--- config.mk ---
export PLATFORM = sky130hd
export DESIGN_NAME = uart_tx_framer
export DESIGN_NICKNAME = d
export VERILOG_FILES = /design/src/rtl/uart_pkg.sv /design/src/rtl/uart_tx_parity.sv /design/src/rtl/uart_tx_framer.sv
export SDC_FILE = /design/constraint.sdc
export NUM_CORES = 1
export LEC_CHECK = 0
export ABC_AREA = 1
export BUFFER_PORTS_ARGS = -buffer_cell sky130_fd_sc_hd__buf_2
export CAP_MARGIN = 20
export CORE_UTILIZATION = 35
export DETAILED_ROUTE_END_ITERATION = 12
export PLACE_DENSITY = 0.56
export SETUP_SLACK_MARGIN = 0.15
export SLEW_MARGIN = 5
export SYNTH_ARGS = -nofsm -noshare
export SYNTH_HDL_FRONTEND = slang
export SYNTH_SLANG_ARGS = --single-unit
--- constraint.sdc ---
create_clock -name clk -period 1.5 [get_ports clk]
set_input_delay 0.225 -clock clk [delete_from_list [all_inputs] [get_ports clk]]
set_output_delay 0.225 -clock clk [all_outputs]
set_load 0.005 [all_outputs]
--- src/rtl/uart_pkg.sv ---
// Shared UART definitions: parity modes, transmit framer states, bit-counter width.
package uart_pkg;

  // Wide enough for bit indices 0..8 (DWIDTH up to 9) and the stop-bit count.
  localparam int unsigned BIT_CNT_W = 4;

  typedef enum logic [1:0] {
    PAR_NONE = 2'b00,
    PAR_ODD  = 2'b01,
    PAR_EVEN = 2'b10,
    PAR_MARK = 2'b11
  } par_mode_e;

  typedef enum logic [2:0] {
    ST_IDLE   = 3'd0,
    ST_START  = 3'd1,
    ST_DATA   = 3'd2,
    ST_PARITY = 3'd3,
    ST_STOP   = 3'd4
  } tx_state_e;

endpackage

--- src/rtl/uart_tx_parity.sv ---
// Combinational parity-bit generator with a run-time selectable mode.
module uart_tx_parity
  import uart_pkg::*;
#(
  parameter int unsigned DWIDTH = 8
) (
  input  logic [DWIDTH-1:0] data_i,
  input  logic [1:0]        par_mode_i,
  output logic              par_bit_o
);

  // Odd makes the total count of ones odd, even makes it even, mark is constant 1.
  always_comb begin
    par_bit_o = 1'b0;
    case (par_mode_e'(par_mode_i))
      PAR_NONE: par_bit_o = 1'b0;
      PAR_ODD:  par_bit_o = ~^data_i;
      PAR_EVEN: par_bit_o = ^data_i;
      PAR_MARK: par_bit_o = 1'b1;
    endcase
  end

endmodule

--- src/rtl/uart_tx_framer.sv ---
// UART transmit framer: start bit, LSB-first data, optional parity, 1 or 2 stop bits.
// Parity support is compiled in only when UART_TX_PARITY_EN is defined; otherwise
// par_mode is ignored and every frame goes DATA -> STOP.
module uart_tx_framer
  import uart_pkg::*;
#(
  parameter int unsigned DWIDTH = 8,
  parameter int unsigned DIV_W  = 16
) (
  input  logic              clk,
  input  logic              rst,
  input  logic [DIV_W-1:0]  baud_div,
  input  logic [1:0]        par_mode,
  input  logic              stop2,
  input  logic [DWIDTH-1:0] in_data,
  input  logic              in_valid,
  output logic              in_ready,
  output logic              txd,
  output logic              busy,
  output logic              tx_done
);

  localparam logic [BIT_CNT_W-1:0] LAST_BIT = BIT_CNT_W'(DWIDTH - 1);

  tx_state_e             state_q, state_d;
  logic [DIV_W-1:0]      div_cnt_q, div_cnt_d;
  logic [DIV_W-1:0]      div_q, div_d;
  logic [BIT_CNT_W-1:0]  bit_cnt_q, bit_cnt_d;
  logic [DWIDTH-1:0]     shift_q, shift_d;
  logic                  stop2_q, stop2_d;
  logic                  txd_q, txd_d;
  logic                  busy_q, busy_d;
  logic                  in_ready_q, in_ready_d;
  logic                  tx_done_q, tx_done_d;
  logic                  bit_end_c;

`ifdef UART_TX_PARITY_EN
  logic par_en_q, par_en_d;
  logic par_bit_q, par_bit_d;
  logic par_bit_c;

  // Parity is computed from the word at acceptance and held for the frame.
  uart_tx_parity #(.DWIDTH(DWIDTH)) u_parity (
    .data_i     (in_data),
    .par_mode_i (par_mode),
    .par_bit_o  (par_bit_c)
  );
`else
  logic unused_par_mode;
  assign unused_par_mode = ^par_mode;
`endif

  assign bit_end_c = (div_cnt_q == div_q);

  assign txd      = txd_q;
  assign busy     = busy_q;
  assign in_ready = in_ready_q;
  assign tx_done  = tx_done_q;

  // Next-state and next-output logic; outputs are computed for the next state.
  always_comb begin
    state_d    = state_q;
    div_cnt_d  = div_cnt_q;
    div_d      = div_q;
    bit_cnt_d  = bit_cnt_q;
    shift_d    = shift_q;
    stop2_d    = stop2_q;
    txd_d      = txd_q;
    busy_d     = busy_q;
    in_ready_d = in_ready_q;
    tx_done_d  = 1'b0;
`ifdef UART_TX_PARITY_EN
    par_en_d   = par_en_q;
    par_bit_d  = par_bit_q;
`endif

    // Divider reloads on every bit boundary while a frame is in flight.
    if (state_q != ST_IDLE) begin
      div_cnt_d = bit_end_c ? '0 : div_cnt_q + DIV_W'(1);
    end

    case (state_q)
      ST_IDLE: begin
        txd_d      = 1'b1;
        busy_d     = 1'b0;
        in_ready_d = 1'b1;
        if (in_valid && in_ready_q) begin
          shift_d    = in_data;
          div_d      = baud_div;
          stop2_d    = stop2;
          div_cnt_d  = '0;
          bit_cnt_d  = '0;
`ifdef UART_TX_PARITY_EN
          par_en_d   = (par_mode_e'(par_mode) != PAR_NONE);
          par_bit_d  = par_bit_c;
`endif
          state_d    = ST_START;
          txd_d      = 1'b0;
          busy_d     = 1'b1;
          in_ready_d = 1'b0;
        end
      end

      ST_START: begin
        if (bit_end_c) begin
          state_d   = ST_DATA;
          bit_cnt_d = '0;
          txd_d     = shift_q[0];
        end
      end

      ST_DATA: begin
        if (bit_end_c) begin
          shift_d = shift_q >> 1;
          if (bit_cnt_q == LAST_BIT) begin
            bit_cnt_d = '0;
            state_d   = ST_STOP;
            txd_d     = 1'b1;
`ifdef UART_TX_PARITY_EN
            if (par_en_q) begin
              state_d = ST_PARITY;
              txd_d   = par_bit_q;
            end
`endif
          end else begin
            bit_cnt_d = bit_cnt_q + BIT_CNT_W'(1);
            txd_d     = shift_q[1];
          end
        end
      end

`ifdef UART_TX_PARITY_EN
      ST_PARITY: begin
        if (bit_end_c) begin
          state_d   = ST_STOP;
          bit_cnt_d = '0;
          txd_d     = 1'b1;
        end
      end
`endif

      ST_STOP: begin
        if (bit_end_c) begin
          if (stop2_q && (bit_cnt_q == '0)) begin
            bit_cnt_d = BIT_CNT_W'(1);
          end else begin
            state_d    = ST_IDLE;
            bit_cnt_d  = '0;
            txd_d      = 1'b1;
            busy_d     = 1'b0;
            in_ready_d = 1'b1;
            tx_done_d  = 1'b1;
          end
        end
      end

      default: begin
        state_d    = ST_IDLE;
        txd_d      = 1'b1;
        busy_d     = 1'b0;
        in_ready_d = 1'b1;
      end
    endcase
  end

  // State and output registers with synchronous reset.
  always_ff @(posedge clk) begin
    if (rst) begin
      state_q    <= ST_IDLE;
      div_cnt_q  <= '0;
      div_q      <= '0;
      bit_cnt_q  <= '0;
      shift_q    <= '0;
      stop2_q    <= 1'b0;
      txd_q      <= 1'b1;
      busy_q     <= 1'b0;
      in_ready_q <= 1'b1;
      tx_done_q  <= 1'b0;
`ifdef UART_TX_PARITY_EN
      par_en_q   <= 1'b0;
      par_bit_q  <= 1'b0;
`endif
    end else begin
      state_q    <= state_d;
      div_cnt_q  <= div_cnt_d;
      div_q      <= div_d;
      bit_cnt_q  <= bit_cnt_d;
      shift_q    <= shift_d;
      stop2_q    <= stop2_d;
      txd_q      <= txd_d;
      busy_q     <= busy_d;
      in_ready_q <= in_ready_d;
      tx_done_q  <= tx_done_d;
`ifdef UART_TX_PARITY_EN
      par_en_q   <= par_en_d;
      par_bit_q  <= par_bit_d;
`endif
    end
  end

endmodule
==> Yosys cells after proc, flatten, opt, wreduce, memory -nomap -nowiden <==
Cells that the tools add are included.
Widths: inputs -> output; s select.
{ "totals": {"inputBits": 30, "ff_bits": 52, "output_inout_bits": 4} }
{ "op_classes": {"n_reduce_logical": 15, "mux": 34, "n_addsub": 2, "eq_ne": 11, "n_bitwise": 3} }
{ "ops": {"columns": ["operator", "count"], "rows": [
  ["$mux 16", 4],
  ["$mux 4", 5],
  ["$mux 3", 6],
  ["$add 16x1->16 const B", 1],
  ["$eq 16x16->1", 1],
  ["$mux 8", 2],
  ["$pmux 4 s4", 1],
  ["$pmux 8 s2", 1],
  ["$ne 2x2->1 const B", 6],
  ["$pmux 3 s4", 1],
  ["$mux 1", 11],
  ["$pmux 1 s3", 2],
  ["$reduce_and 3->1", 2],
  ["$reduce_and 6->1", 1],
  ["$reduce_and 5->1", 1],
  ["$add 4x1->4 const B", 1],
  ["$eq 4x3->1 const B", 1],
  ["$logic_not 4->1", 1],
  ["$pmux 1 s4", 1],
  ["$reduce_and 4->1", 1],
  ["$reduce_bool 4->1", 1],
  ["$eq 3x1->1 const B", 1],
  ["$eq 3x2->1 const B", 1],
  ["$eq 3x3->1 const B", 1],
  ["other kinds (8)", 11]
]} }

==> Depth between registers and ports, before layout <==
{ "logic_depth": {"depth_word": 5, "depth_mapped": 13} }

==> Worst setup path before layout <==
Ideal clock, no wire load.
{ "synth_timing": {"path_kind": "reg2reg", "startpoint": "register div_cnt_q[10]", "endpoint": "register div_cnt_q[7]", "arrival_ps": 1341, "slack_ps": 34, "stages_incl_launch_ff": 14, "required_time_ps": 1374, "setup_time_ps": 126, "path_cell_list": "dfxtp_1 -> inv_2 -> nand2_1 -> nand2_1 -> nor2_1 -> nand2_1 -> nor2_1 -> nand2_2 -> nand2_2 -> inv_2 -> buf_6 -> nand2_1 -> nand2_1 -> nor3b_1"} }
{ "synth_between": {"elab_chain_cells": 5} }
{ "synth_rtl": {"columns": ["element", "line", "rtl"], "rows": [
  ["start, declared", "uart_tx_framer.sv:26", "logic [DIV_W-1:0] div_cnt_q, div_cnt_d;"],
  ["start signal, assigned", "uart_tx_framer.sv:185", "div_cnt_q <= div_cnt_d;"],
  ["$eq 16x16->1 (*)", "uart_tx_framer.sv:53", "assign bit_end_c = (div_cnt_q == div_q);"],
  ["$mux 16 (*)", "uart_tx_framer.sv:79", "div_cnt_d = bit_end_c ? '0 : div_cnt_q + DIV_W'(1);"],
  ["$mux 16 (*)", "uart_tx_framer.sv:78", "if (state_q != ST_IDLE) begin"],
  ["$mux 16", "uart_tx_framer.sv:87", "if (in_valid && in_ready_q) begin"],
  ["$mux 16 (*)", "uart_tx_framer.sv:82", "case (state_q)"]
]} }
Mark *: on every way between the ends. The rest lies on a longest branch, timed or not.
A chain may end at the register's enable or synchronous reset.

==> Worst setup path after layout <==
{ "layout_timing": {"startpoint": "register div_cnt_q[7]", "endpoint": "register div_cnt_q[10]"} }
{ "layout_between": {"elab_chain_cells": 5} }
{ "layout_rtl": {"columns": ["element", "line"], "rows": [
  ["$add 16x1->16 or $eq 16x16->1 (tied branches)", "uart_tx_framer.sv:79, uart_tx_framer.sv:53"],
  ["$mux 16 (*)", "uart_tx_framer.sv:79"],
  ["$mux 16 (*)", "uart_tx_framer.sv:78"],
  ["$mux 16", "uart_tx_framer.sv:87"],
  ["$mux 16 (*)", "uart_tx_framer.sv:82"]
]} }
Marked as above.

==> qor.txt <==
Outcome = finished, violations left
Failing checks = setup timing
Clock sinks = 52
Count of final max-slew check failures = 0
Fin crit share = 1.094
Number of global-route vias before repair = 2662
Ports = 34
Clock skew = 0.009424 ns
RSZ-0062 raised after global routing = true
Met2 usage = 0.3276
PortBufs = 31
CTS tree = yes
M1 GR Usage = 0.2250
R2R Path Start = div_cnt_q[7]$_SDFF_PP0_
Initial antenna violation count = 0
Hold EP = stop2_q$_SDFFE_PP0P_
Total core area = 0.007331 mm²
GRT Total Usage = 0.1820
FMAX = 0.6096 GHz
Worst VDD drop = 0.8682 mV
Reg-to-Reg End = div_cnt_q[10]$_SDFF_PP0_
Routed length per instance = 11.37 µm
Most frequent cells in the layout = 104 x nand2_1, 64 x buf_4, 38 x inv_1
Setup WS pre-CTS = -0.1294 ns
Synth top area share = 0.3882
Worst skew pair latency = 0.31 ns
Path type of the worst min-delay path = input pin to register
Non-filler cells, final = 610
Gp weighted congestion = 0.8511
Via density per instance = 4.652
Min Tclk post-route = 1.640 ns
CTS root buf = clkbuf_8
Synth Warn # = 0
Final-layout fill cell count = 711
Flop and latch count out of synthesis = 52
Worst setup EP type = register
R2R setup slack = -0.14 ns
Syn-to-layout area delta = 48.95%
Sequential fraction of the synthesis area = 0.3882
H-Tree Level Count = 2
Worst EP required = 1.70 ns
Post-Syn Area = 0.002681 mm²
Busiest grt layer = met2
Final WS setup = -0.1405 ns
Top FF cell, synth = dfxtp_1
Reg2reg path depth = 12
Clock slew at reported path FFs = 0.10 ns
Total number of vias = 2838
Area leader, netlist = dfxtp_1
CTS Buf Count = 5
ANT nets after route = 0
Layout cells sized above 1 = 0.4658
Least-Margin Pin Slew = 0.4052 ns
Drt first pass iters = 4
Slew HR = 0.7299
Grt ovf = 0
Die area = 0.008015 mm²
Final nets = 543
Syn nets = 443
Initial Util = 0.3658
EDFF count, synth = 0
Mapped Cells = 410
Cell row count = 31
Async SR Flop Fraction = 0
Drt first-iter violations = 110
Hold_sp = stop2
Commonest non-fill, non-tap cell in the layout = nand2_1
Mean post-synth cell area = 6.540 µm²
Power density cells = 1616 mW/mm²
Detailed placement HPWL = 4.767 mm
Top cells by area, synth = dfxtp_1 39%, nand2_1 16%, a21oi_1 7.1%, o21ai_0 7.1%, inv_1 6.4%
Leakage = 1.751 nW
Crit-path max FO = 5
Crit path kind = register to register
Die Y = 89.53 µm
Hold depth = 3
Chip Width = 89.53 µm
# diodes = 0
Arr. time, crit path = 1.84 ns
Setup-failing EPs final = 30
Startpoint types = register
Global-route wire length before repair = 11.41 mm
Cts-stage hold buffer count = 0
Final hold violation count = 0
Total Wirelength = 6.934 mm
Max-Cap Viols = 0
CTS max path bufs = 2
DP Cell Count = 593
GR Util met3 = 0.02862
DRC errors left = 0
Largest net degree at the start of global routing = 25
Synth unique cells = 29
==> cell families after synthesis <==
kind of cell,synth area share
XOR/XNOR,0.003267
flip-flops,0.3882
adder cells (fa/ha/maj),0.01400
AND/OR/NAND/NOR,0.3201
AO/OA/AOI/OAI,0.1694
buffers and inverters,0.1050
==> how the worst max path moves through the flow <==
stage | startpoint | endpoint | slack (ns) | cells past startpoint
after global placement | div_q[7]$_SDFFE_PP0P_ | bit_cnt_q[1]$_SDFFE_PP0P_ | -0.10 | 13
final | div_cnt_q[7]$_SDFF_PP0_ | div_cnt_q[10]$_SDFF_PP0_ | -0.14 | 12
after global routing | div_cnt_q[14]$_SDFF_PP0_ | bit_cnt_q[1]$_SDFFE_PP0P_ | -0.27 | 13
after floorplan | div_cnt_q[7]$_SDFF_PP0_ | div_cnt_q[7]$_SDFF_PP0_ | 0.08 | 13
after CTS | div_cnt_q[0]$_SDFF_PP0_ | bit_cnt_q[2]$_SDFFE_PP0P_ | -0.12 | 13
after detailed placement | div_cnt_q[1]$_SDFF_PP0_ | bit_cnt_q[2]$_SDFFE_PP0P_ | -0.13 | 13
==> metal layers <==
metal,vias up,share of wire
li1,1508,-
met1,1285,0.46
met2,36,0.50
met3,9,0.023
met4,0,0.011
met5,-,0
==> power by group <==
part           switching (mW)  internal [mW]  leakage, nW
clock                   0.489          0.495       0.0541
combinational            1.95           1.55         1.26
sequential              0.209           1.76        0.438
total                    2.65           3.81         1.75
==> critical path: stages, from the launching register on <==
cell and delay [ns]:
dfxtp_2 0.36, inv_2 0.04, nand2_1 0.04, nand2_1 0.05
nor2_2 0.11, nand2_1 0.08, nor2_2 0.15, nand2_4 0.11
buf_6 0.14, nand2_4 0.07, inv_6 0.05, o21ai_4 0.23
o21ai_2 0.08
==> what timing repair did <==
action	CTS	global route
buffers inserted	6	3
resized for setup	46	73
pin swaps	22	23
setup endpoints to repair	47	50
endpoints found under the hold margin	0	0
==> through the flow <==
stage               hold WS (ns)  utilization  total power, mW  TNS [ns]  instance area (µm²)
detailed placement        0.4442       0.4709            4.789    -1.831                 3452
finish                    0.1478       0.5448            6.453    -1.839                 3994
global placement          0.4373       0.4709            4.742    -1.278                 3452
floorplan                 0.2941            -            3.706         0                 2728
global route              0.1719       0.5448            6.982    -6.317                 3994
CTS                       0.1473       0.5110            6.135    -1.613                 3746
==> flip-flops by register name (all words and copies together) (netlist names) <==
register   flops
bit_cnt_q      4
busy           1
div_cnt_q     16
div_q         16
in_ready       1
shift_q        8
state_q        3
stop2_q        1
tx_done        1
txd            1
==> synth_stat cells, types with 2 or more instances <==
cell and n:
nor2_2 3, clkbuf_1 6, nor2_1 37, nor3_1 6
buf_6 2, inv_2 13, inv_1 46, nand4_1 6
a21oi_1 38, o31ai_1 2, nor2_4 3, nand2_2 6
nor4_1 3, or2_2 2, nand2_1 112, nor3b_1 3
o21ai_0 38, dfxtp_1 52, o21ai_1 6, ha_1 3
buf_2 3, nand3_1 13
==> final cells by class <==
cell class	count	area, µm²	share of cell area
Clock buffer	5	68.82	0.01723
Clock inverter	3	42.54	0.01065
Inverter	59	234.0	0.05858
Multi-Input combinational cell	288	1683	0.4214
Sequential cell	52	1079	0.2700
Tap cell	99	123.9	0.03102
Timing Repair Buffer	104	763.2	0.1911
No activity file was read; power rests on OpenSTA's default activity.
